**config.mk**
```make
export PLATFORM = sky130hd
export DESIGN_NAME = masked_gf4_mul_pipe_flat
export DESIGN_NICKNAME = d
export VERILOG_FILES = /design/src/rtl/masked_gf4_mul_pipe_pkg.sv /design/src/rtl/masked_gf4_mul_pipe_if.sv /design/src/rtl/masked_gf4_mul_pipe_dom_and_2.sv /design/src/rtl/masked_gf4_mul_pipe.sv /design/src/flat_wrapper.sv
export SDC_FILE = /design/constraint.sdc
export NUM_CORES = 1
export LEC_CHECK = 0
export ABC_AREA = 1
export CAP_MARGIN = 20
export CORE_MARGIN = 4
export CORE_UTILIZATION = 46
export CTS_CLUSTER_DIAMETER = 100
export CTS_CLUSTER_SIZE = 10
export DETAILED_ROUTE_END_ITERATION = 16
export PLACE_DENSITY = 0.74
export SLEW_MARGIN = 10
export SYNTH_ARGS = -nofsm -noshare
export SYNTH_HDL_FRONTEND = slang
export SYNTH_HIERARCHICAL = 1
export SYNTH_SLANG_ARGS = --single-unit
```
**constraint.sdc**
```tcl
create_clock -name clk -period 1.5 [get_ports clk]
set_clock_uncertainty 0.15 [all_clocks]
set_input_delay 0.3 -clock clk [delete_from_list [all_inputs] [get_ports clk]]
set_output_delay 0.3 -clock clk [all_outputs]
set_load 0.01 [all_outputs]
```
**src/rtl/masked_gf4_mul_pipe_pkg.sv**
```systemverilog
// Shared constants and reference GF(2^2) functions for the masked multiplier slice.
// GF4_SCL_N_EN is consumed by the top; the reference scaling function here is always available.
package masked_gf4_mul_pipe_pkg;

   localparam int unsigned FAC_W  = 3;
   localparam int unsigned GF4_W  = 2;
   localparam int unsigned SHARES = 2;

   // Canright normal-basis product of two unmasked GF(2^2) elements {hi,lo}.
   function automatic logic [GF4_W-1:0] gf4_mul_ref(input logic [GF4_W-1:0] a,
                                                    input logic [GF4_W-1:0] b);
      logic e;
      e = (a[1] ^ a[0]) & (b[1] ^ b[0]);
      return {(a[1] & b[1]) ^ e, (a[0] & b[0]) ^ e};
   endfunction

   function automatic logic [GF4_W-1:0] gf4_scl_n_ref(input logic [GF4_W-1:0] x);
      return {x[0], x[1] ^ x[0]};
   endfunction

endpackage

```
**src/rtl/masked_gf4_mul_pipe_if.sv**
```systemverilog
// Valid/ready bus carrying shared factor words in and masked product shares out.
interface masked_gf4_mul_pipe_if #(
   parameter int unsigned LANES = 1
);
   logic                 in_valid;
   logic                 in_ready;
   logic [3*LANES-1:0]   a0_f;
   logic [3*LANES-1:0]   a1_f;
   logic [3*LANES-1:0]   b0_f;
   logic [3*LANES-1:0]   b1_f;
   logic [3*LANES-1:0]   rnd;
   logic                 out_valid;
   logic                 out_ready;
   logic [2*LANES-1:0]   p0;
   logic [2*LANES-1:0]   p1;

   modport slave (
      input  in_valid, a0_f, a1_f, b0_f, b1_f, rnd, out_ready,
      output in_ready, out_valid, p0, p1
   );

   modport master (
      output in_valid, a0_f, a1_f, b0_f, b1_f, rnd, out_ready,
      input  in_ready, out_valid, p0, p1
   );
endinterface

```
**src/rtl/masked_gf4_mul_pipe_dom_and_2.sv**
```systemverilog
// Two-share DOM AND for one factor bit; the four registered terms form the glitch barrier
// between domains, so they must survive synthesis untouched.
module masked_gf4_mul_pipe_dom_and_2 (
   input  logic clk,
   input  logic rst_n,
   input  logic x0,
   input  logic x1,
   input  logic y0,
   input  logic y1,
   input  logic r,
   input  logic en,
   output logic z0,
   output logic z1
);

   logic d00_d, d11_d, c01_d, c10_d;
   (* keep = "true", dont_touch = "true" *) logic d00_q;
   (* keep = "true", dont_touch = "true" *) logic d11_q;
   (* keep = "true", dont_touch = "true" *) logic c01_q;
   (* keep = "true", dont_touch = "true" *) logic c10_q;

   always_comb begin
      d00_d = x0 & y0;
      d11_d = x1 & y1;
      c01_d = (x0 & y1) ^ r;
      c10_d = (x1 & y0) ^ r;
   end

   always_ff @(posedge clk or negedge rst_n) begin
      if (!rst_n) begin
         d00_q <= 1'b0;
         d11_q <= 1'b0;
         c01_q <= 1'b0;
         c10_q <= 1'b0;
      end else if (en) begin
         d00_q <= d00_d;
         d11_q <= d11_d;
         c01_q <= c01_d;
         c10_q <= c10_d;
      end
   end

   // Cross-domain recombination happens only after the registers above.
   assign z0 = d00_q ^ c01_q;
   assign z1 = d11_q ^ c10_q;

endmodule

```
**src/rtl/masked_gf4_mul_pipe.sv**
```systemverilog
// Two-share DOM-masked GF(2^2) normal-basis multiplier, two register stages, valid/ready.
// Optional macro GF4_SCL_N_EN scales each product share by N before the output register.
module masked_gf4_mul_pipe
   import masked_gf4_mul_pipe_pkg::*;
#(
   parameter int unsigned LANES = 1
) (
   input  logic                  clk,
   input  logic                  rst_n,
   masked_gf4_mul_pipe_if.slave  bus
);

   logic en1, en2, accept;
   logic s1_valid_d, s1_valid_q;
   logic out_valid_d, out_valid_q;
   logic [SHARES-1:0][FAC_W*LANES-1:0] z;
   logic [SHARES-1:0][GF4_W*LANES-1:0] p_d, p_q;

   function automatic logic [GF4_W-1:0] compress(input logic [FAC_W-1:0] zf);
      logic [GF4_W-1:0] t;
      t = {zf[1] ^ zf[2], zf[0] ^ zf[2]};
`ifdef GF4_SCL_N_EN
      return {t[0], t[1] ^ t[0]};
`else
      return t;
`endif
   endfunction

   for (genvar g = 0; g < FAC_W * LANES; g++) begin : g_dom
      masked_gf4_mul_pipe_dom_and_2 u_dom (
         .clk   (clk),
         .rst_n (rst_n),
         .x0    (bus.a0_f[g]),
         .x1    (bus.a1_f[g]),
         .y0    (bus.b0_f[g]),
         .y1    (bus.b1_f[g]),
         .r     (bus.rnd[g]),
         .en    (accept),
         .z0    (z[0][g]),
         .z1    (z[1][g])
      );
   end

   always_comb begin
      en2         = !out_valid_q || bus.out_ready;
      en1         = !s1_valid_q || en2;
      accept      = bus.in_valid && en1;
      s1_valid_d  = en1 ? bus.in_valid : s1_valid_q;
      out_valid_d = en2 ? s1_valid_q : out_valid_q;
      p_d         = p_q;
      // Each share is compressed from its own domain only; shares stay separated to the output.
      if (en2 && s1_valid_q) begin
         for (int unsigned s = 0; s < SHARES; s++) begin
            for (int unsigned l = 0; l < LANES; l++) begin
               p_d[s][l*GF4_W +: GF4_W] = compress(z[s][l*FAC_W +: FAC_W]);
            end
         end
      end
   end

   always_ff @(posedge clk or negedge rst_n) begin
      if (!rst_n) begin
         s1_valid_q  <= 1'b0;
         out_valid_q <= 1'b0;
         p_q         <= '0;
      end else begin
         s1_valid_q  <= s1_valid_d;
         out_valid_q <= out_valid_d;
         p_q         <= p_d;
      end
   end

   assign bus.in_ready  = en1;
   assign bus.out_valid = out_valid_q;
   assign bus.p0        = p_q[0];
   assign bus.p1        = p_q[1];

endmodule
```
**src/flat_wrapper.sv**
```systemverilog
// flat-port wrapper written by rule: the top's interface ports become plain ports
module masked_gf4_mul_pipe_flat import masked_gf4_mul_pipe_pkg::*;
#(
   parameter int unsigned LANES = 1
)
  (clk, rst_n, bus_in_valid, bus_a0_f, bus_a1_f, bus_b0_f, bus_b1_f, bus_rnd, bus_out_ready, bus_in_ready, bus_out_valid, bus_p0, bus_p1);
  masked_gf4_mul_pipe_if #(.LANES(LANES)) bus_i ();
  input  logic clk;
  input  logic rst_n;
  input wire logic [$bits(bus_i.in_valid)-1:0] bus_in_valid;
  input wire logic [$bits(bus_i.a0_f)-1:0] bus_a0_f;
  input wire logic [$bits(bus_i.a1_f)-1:0] bus_a1_f;
  input wire logic [$bits(bus_i.b0_f)-1:0] bus_b0_f;
  input wire logic [$bits(bus_i.b1_f)-1:0] bus_b1_f;
  input wire logic [$bits(bus_i.rnd)-1:0] bus_rnd;
  input wire logic [$bits(bus_i.out_ready)-1:0] bus_out_ready;
  output wire logic [$bits(bus_i.in_ready)-1:0] bus_in_ready;
  output wire logic [$bits(bus_i.out_valid)-1:0] bus_out_valid;
  output wire logic [$bits(bus_i.p0)-1:0] bus_p0;
  output wire logic [$bits(bus_i.p1)-1:0] bus_p1;
  assign bus_i.in_valid = bus_in_valid;
  assign bus_i.a0_f = bus_a0_f;
  assign bus_i.a1_f = bus_a1_f;
  assign bus_i.b0_f = bus_b0_f;
  assign bus_i.b1_f = bus_b1_f;
  assign bus_i.rnd = bus_rnd;
  assign bus_i.out_ready = bus_out_ready;
  assign bus_in_ready = bus_i.in_ready;
  assign bus_out_valid = bus_i.out_valid;
  assign bus_p0 = bus_i.p0;
  assign bus_p1 = bus_i.p1;
  masked_gf4_mul_pipe #(.LANES(LANES)) u_core (.clk(clk), .rst_n(rst_n), .bus(bus_i));
endmodule
```
# After elaboration in Yosys (flattened, before gate mapping)
# Index checks and enable logic that the tools add are counted.
op_classes:
  bitwise_logic: 28
  reduce_logical: 6
op_table:
  columns: ["cell", "count"]
  rows:
  - ["bitwise XOR 1 bit", 16]
  - ["AND 1 bit", 12]
  - ["logical AND 1 bit", 2]
  - ["zero test 1 bit", 2]
  - ["logical OR 1 bit", 2]
word_totals:
  regBits: 18
  in_bits: 19
  elab_cells: 50

# Depth between registers and ports, before layout
# Gate-level depths: netlist of run 1.
logic_depth:
  word_depth: 4
  depth_mapped: 7

# Modules after synthesis
# The synthesis of run 1 kept the hierarchy.
modules_own_cells:
  columns: ["module", "n_inst", "cells_per_inst", "area_per_inst_um2", "seq_area_each_um2"]
  rows:
  - ["masked_gf4_mul_pipe_dom_and_2", 3, 26, 200.2, 100.1]
  - ["masked_gf4_mul_pipe", 1, 46, 316.6, 150.1]

# Worst setup path after synthesis of run 1
# Ideal clock, no wire load.
synth_path:
  path_kind: "register -> register"
  startpoint: "register u_core.out_valid_q, in the netlist u_core/bus.out_valid"
  endpoint: "register u_core.g_dom[0].u_dom.c10_q"
  setup_ps: 119
  t_arrival_ps: 1189
  slack_ps: 42
  path_stages_with_launch: 7
  cell_sequence: "dfrtp_1 nand3_1 nand2_1 inv_1 inv_2 nand2_1 nand2_1"
synth_via:
  elab_chain_len: 4
synth_rtl:
  columns: ["item", "line_no", "source"]
  rows:
  - ["from (decl)", "masked_gf4_mul_pipe.sv:15", "logic out_valid_d, out_valid_q;"]
  - ["from (signal assigned)", "masked_gf4_mul_pipe.sv:68", "out_valid_q <= out_valid_d;"]
  - ["zero test 1 bit", "masked_gf4_mul_pipe.sv:45", "en2 = !out_valid_q || bus.out_ready;"]
  - ["logical OR 1 bit", "masked_gf4_mul_pipe.sv:45", null]
  - ["logical OR 1 bit", "masked_gf4_mul_pipe.sv:46", "en1 = !s1_valid_q || en2;"]
  - ["named net bus_in_ready", "flat_wrapper.sv:17", "output wire logic [$bits(bus_i.in_ready)-1:0] bus_in_ready;"]
  - ["logical AND 1 bit", "masked_gf4_mul_pipe.sv:47", "accept = bus.in_valid && en1;"]
  - ["named net u_core.accept", "masked_gf4_mul_pipe.sv:13", "logic en1, en2, accept;"]
  - ["to (signal assigned)", "masked_gf4_mul_pipe_dom_and_2.sv:34", "c10_q <= 1'b0;"]
  - ["to (signal assigned)", "masked_gf4_mul_pipe_dom_and_2.sv:39", "c10_q <= c10_d;"]
  - ["to (decl)", "masked_gf4_mul_pipe_dom_and_2.sv:20", "(* keep = \"true\", dont_touch = \"true\" *) logic c10_q;"]
# The timed path passes the listed nets, and every way through them passes these cells.
# A chain may end at the register's enable or synchronous reset.

# Worst setup path after layout of run 1
layout_path:
  startpoint: "input port bus_out_ready"
  endpoint: "output port bus_in_ready"
layout_via:
  elab_chain_len: 2
layout_rtl:
  columns: ["item", "line_no", "source"]
  rows:
  - ["from (decl)", "flat_wrapper.sv:16", "input wire logic [$bits(bus_i.out_ready)-1:0] bus_out_ready;"]
  - ["logical OR 1 bit", "masked_gf4_mul_pipe.sv:45", null]
  - ["logical OR 1 bit", "masked_gf4_mul_pipe.sv:46", null]
  - ["to (decl)", "flat_wrapper.sv:17", null]
# Every way passes these cells.

==> results of run 1 <==
[cells by family (layout without fill, tap and decap cells)]
logic type / after synthesis / after routing
AOI/OAI and AO/OA: 1 / 1
xor gates and xnor gates: 6 / 6
buffers and inverters: 15 / 48
DFF: 18 / 18
and+or+nand+nor: 84 / 84
[flip-flops by register name, summed over array words and instances (netlist names)]
register and count:
u_core/g_dom.u_dom/d00_q 3, u_core/bus.p1 2, u_core/g_dom.u_dom/d11_q 3, u_core/bus.out_valid 1, u_core/s1_valid_q 1, u_core/g_dom.u_dom/c01_q 3, u_core/bus.p0 2, u_core/g_dom.u_dom/c10_q 3
[area by class of cell]
| cell class | count | share of cell area (%) |
|---|---|---|
| Inverter | 15 | 4.460 |
| Clock buffer | 3 | 1.784 |
| Tap cell | 25 | 2.478 |
| Multi-Input combinational cell | 91 | 32.90 |
| Timing Repair Buffer | 30 | 22.70 |
| Sequential cell | 18 | 35.68 |
[metrics by stage]
stage	TNS [ns]	setup WS, ns	hold WS, ns	utilization (%)	instance area [um2]
2_1_floorplan	0	0.04208	-0.1456	-	917.1
6_report	0	0.04433	0.1747	70.07	1262
3_5_place_dp	-2.860	-0.3665	0.3224	69.17	1246
4_1_cts	0	0.03017	0.1715	69.79	1257
3_3_place_gp	-2.765	-0.3569	0.3118	69.17	1246
5_1_grt	-0.02206	-0.01554	0.1975	70.07	1262
[per-layer routing]
layer  vias up  wire length (um)  global-route usage (%)
met5         -                 0                       0
met4         0                29                   7.660
met3         4                79                   3.704
met2        22              1066                   29.13
met1       409               813                   19.93
li1        451                 -                       -
[power by group through the flow]
| stage | sequential, mW | combinational, mW | clock, mW |
|---|---|---|---|
| final | 0.644 | 0.469 | 0.233 |
| after global routing | 0.661 | 0.527 | 0.257 |
| after CTS | 0.645 | 0.474 | 0.243 |
| after detailed placement | 0.657 | 0.508 | 0 |
| after global placement | 0.649 | 0.491 | 0 |
| after floorplan | 0.674 | 0.228 | 0 |
[cells in the final DEF, fill, tap and decap left out, drive strengths merged]
cell type      instances
buf                    7
dlygate4sd2            5
clkbuf                 3
a21oi                  1
nand3                 19
clkdlybuf4s50         18
nand2                 65
xor2                   6
inv                   15
dfrtp                 18
[synth_stat cells, drive strengths merged]
cell and n:
nand3 19, nand2 65, dfrtp 18, a21oi 1, xor2 6, inv 15
[how the worst min path moves through the flow]
stage / cells past startpoint / slack [ns] / start / end
6_report: 2 / 0.17 / rst_n / u_core/s1_valid_q
5_1_grt: 2 / 0.20 / rst_n / u_core/g_dom[0].u_dom/d11_q
4_1_cts: 2 / 0.17 / rst_n / u_core/s1_valid_q
3_5_place_dp: 2 / 0.32 / u_core/bus.p0[0] / u_core/bus.p0[0]
3_3_place_gp: 2 / 0.31 / u_core/bus.p0[0] / u_core/bus.p0[0]
2_1_floorplan: 0 / -0.15 / rst_n / u_core/bus.out_valid
[what timing repair did]
action / 4_1_cts / 5_1_grt
cloned: 0 / 0
gates resized for setup: 9 / 1
setup endpoints to repair: 6 / 2
==> impl_metrics.py, run 1 <==
metrics = {
    "run_status": {
        "status": "complete, no violations",
    },
    "critical_path": {
        "r2r_setup_slack_ns": 0.19,
        "cp.required_ns": 1.05,
        "worstPathArrival_ns": 1.01,
        "crit_buf_inv": 3,
        "r2r_start": "u_core/bus.out_valid",
        "path_cells": "clkdlybuf4s50_1 > inv_1 > nand3_2 > buf_2",
        "cpMaxStageDelayCell": "clkdlybuf4s50_1",
        "worstPathMaxFanout": 2,
        "crit_end": "bus_in_ready",
        "crit_type": "input pin to output pin",
        "end_kind": "output pin",
        "startpoint": "bus_out_ready",
        "crit_path_max_incr_delay_ns": 0.46,
        "r2r_end": "u_core/g_dom[1].u_dom/c10_q",
        "cp-start-kind": "input pin",
        "path_delay_family": "buffers and inverters",
        "rr_worst_depth": 8,
        "cp.depth": 4,
    },
    "grt": {
        "grt_max_degree": 19,
        "grt_pass1_wl_um": 3408,
        "first_global_vias": 834,
        "grt_usage_pct": 16.96,
        "grt_antenna_before_repair": 0,
        "gr-total-overflow": 0,
    },
    "pwr": {
        "switching_share_pct": 33.36,
        "power.total_mw": 1.346,
        "leakage_nw": 0.7086,
        "power_frac_clock_pct": 17.3,
        "intPower_mw": 0.8971,
        "p_comb_share_pct": 34.8,
        "peakVddDrop_v": 0.0006030,
        "p_sw_mw": 0.4491,
        "p_seq_share_pct": 47.9,
        "power_density_nw_per_um2": 1066,
    },
    "floorplan": {
        "fp.dieArea_um2": 2772,
        "die_w_um": 52.65,
        "row_count": 15,
        "design.core.area_um2": 1802,
        "start_util_pct": 50.90,
        "io_pins": 25,
        "dieHeight_um": 52.65,
    },
    "yosys": {
        "synthSimpleGateAreaFrac_pct": 37.24,
        "ys_types": 8,
        "synthMuxAreaShare_pct": 0,
        "synthXorXnorAreaFrac_pct": 5.730,
        "syn_avg_cell_area_um2": 7.396,
        "syn_nets": 143,
        "synth_compound_area_share_pct": 1.774,
        "yosys.area.top_type": "dfrtp_1",
        "ys_top_cells_by_area": "dfrtp_1 49%, nand2_1 26%, nand3_1 10%",
        "synth_top_family_by_area": "simple AND/OR/NAND/NOR gates",
        "ys_warn_count": 6,
        "synthCells": 124,
        "netlist_area_um2": 917.1,
        "synth_seq_cells": 18,
        "synth_fa_ha_area_share_pct": 0,
        "yosysSeqAreaShare_pct": 49.11,
        "synth_top_area_share_pct": 49.11,
    },
    "detailed_routing": {
        "via_per_inst": 4.868,
        "drt_iter0_drc": 12,
        "drt_first_pass_iters": 4,
        "postRouteWirelength_um": 1989,
        "avgRoutedWirePerCell_um": 10.93,
        "drc_errors": 0,
        "vias": 886,
        "antenna_left": 0,
    },
    "cells_and_area": {
        "multi_input_area_um2": 415.4,
        "antenna_cells": 0,
        "area.sequential_um2": 450.4,
        "synthToLayoutAreaGrowth_pct": 37.65,
        "drive_above_1_share_pct": 10.19,
        "fin_cells": 182,
        "nets": 178,
        "fillers": 158,
    },
    "sta": {
        "fin_crit_ns": 1.456,
        "finalMaxSlewViolations": 0,
        "fmax_mhz": 687.0,
        "setup_viol": 0,
        "hold_violations": 0,
        "period_share_pct": 97.04,
        "max_slew_margin_pct": 82.48,
        "worst_pin_slew_ns": 0.2619,
    },
    "run": {
        "cap_violations": 0,
    },
    "place": {
        "io_buffers": 24,
        "hpwlAfterDp_um": 1604,
        "place.gp.congestion": 0.7367,
        "dp.cells": 179,
    },
    "clocking": {
        "cts_setup_buffers": 0,
        "cts_hold_buf": 0,
        "cts_tree": "built",
        "numClockSinks": 18,
        "insertion_delay_ns": 0.29,
        "clockRootBuffer": "clkbuf_4",
        "cts_buffers": 3,
        "htreeDepth": 1,
        "clockBufferDepth": 2,
        "cts.clk_slew.worst_paths_ns": 0.09,
    },
    "min_path": {
        "hold_class": "input pin to async pin",
    },
}
Power figures use the tool's default switching activity.
==> run 2: changes to the inputs <==
CTS_CLUSTER_SIZE = default   (was 10)
==> results of run 2 <==
Final layout, timing and power as in run 1 (identical DEF).
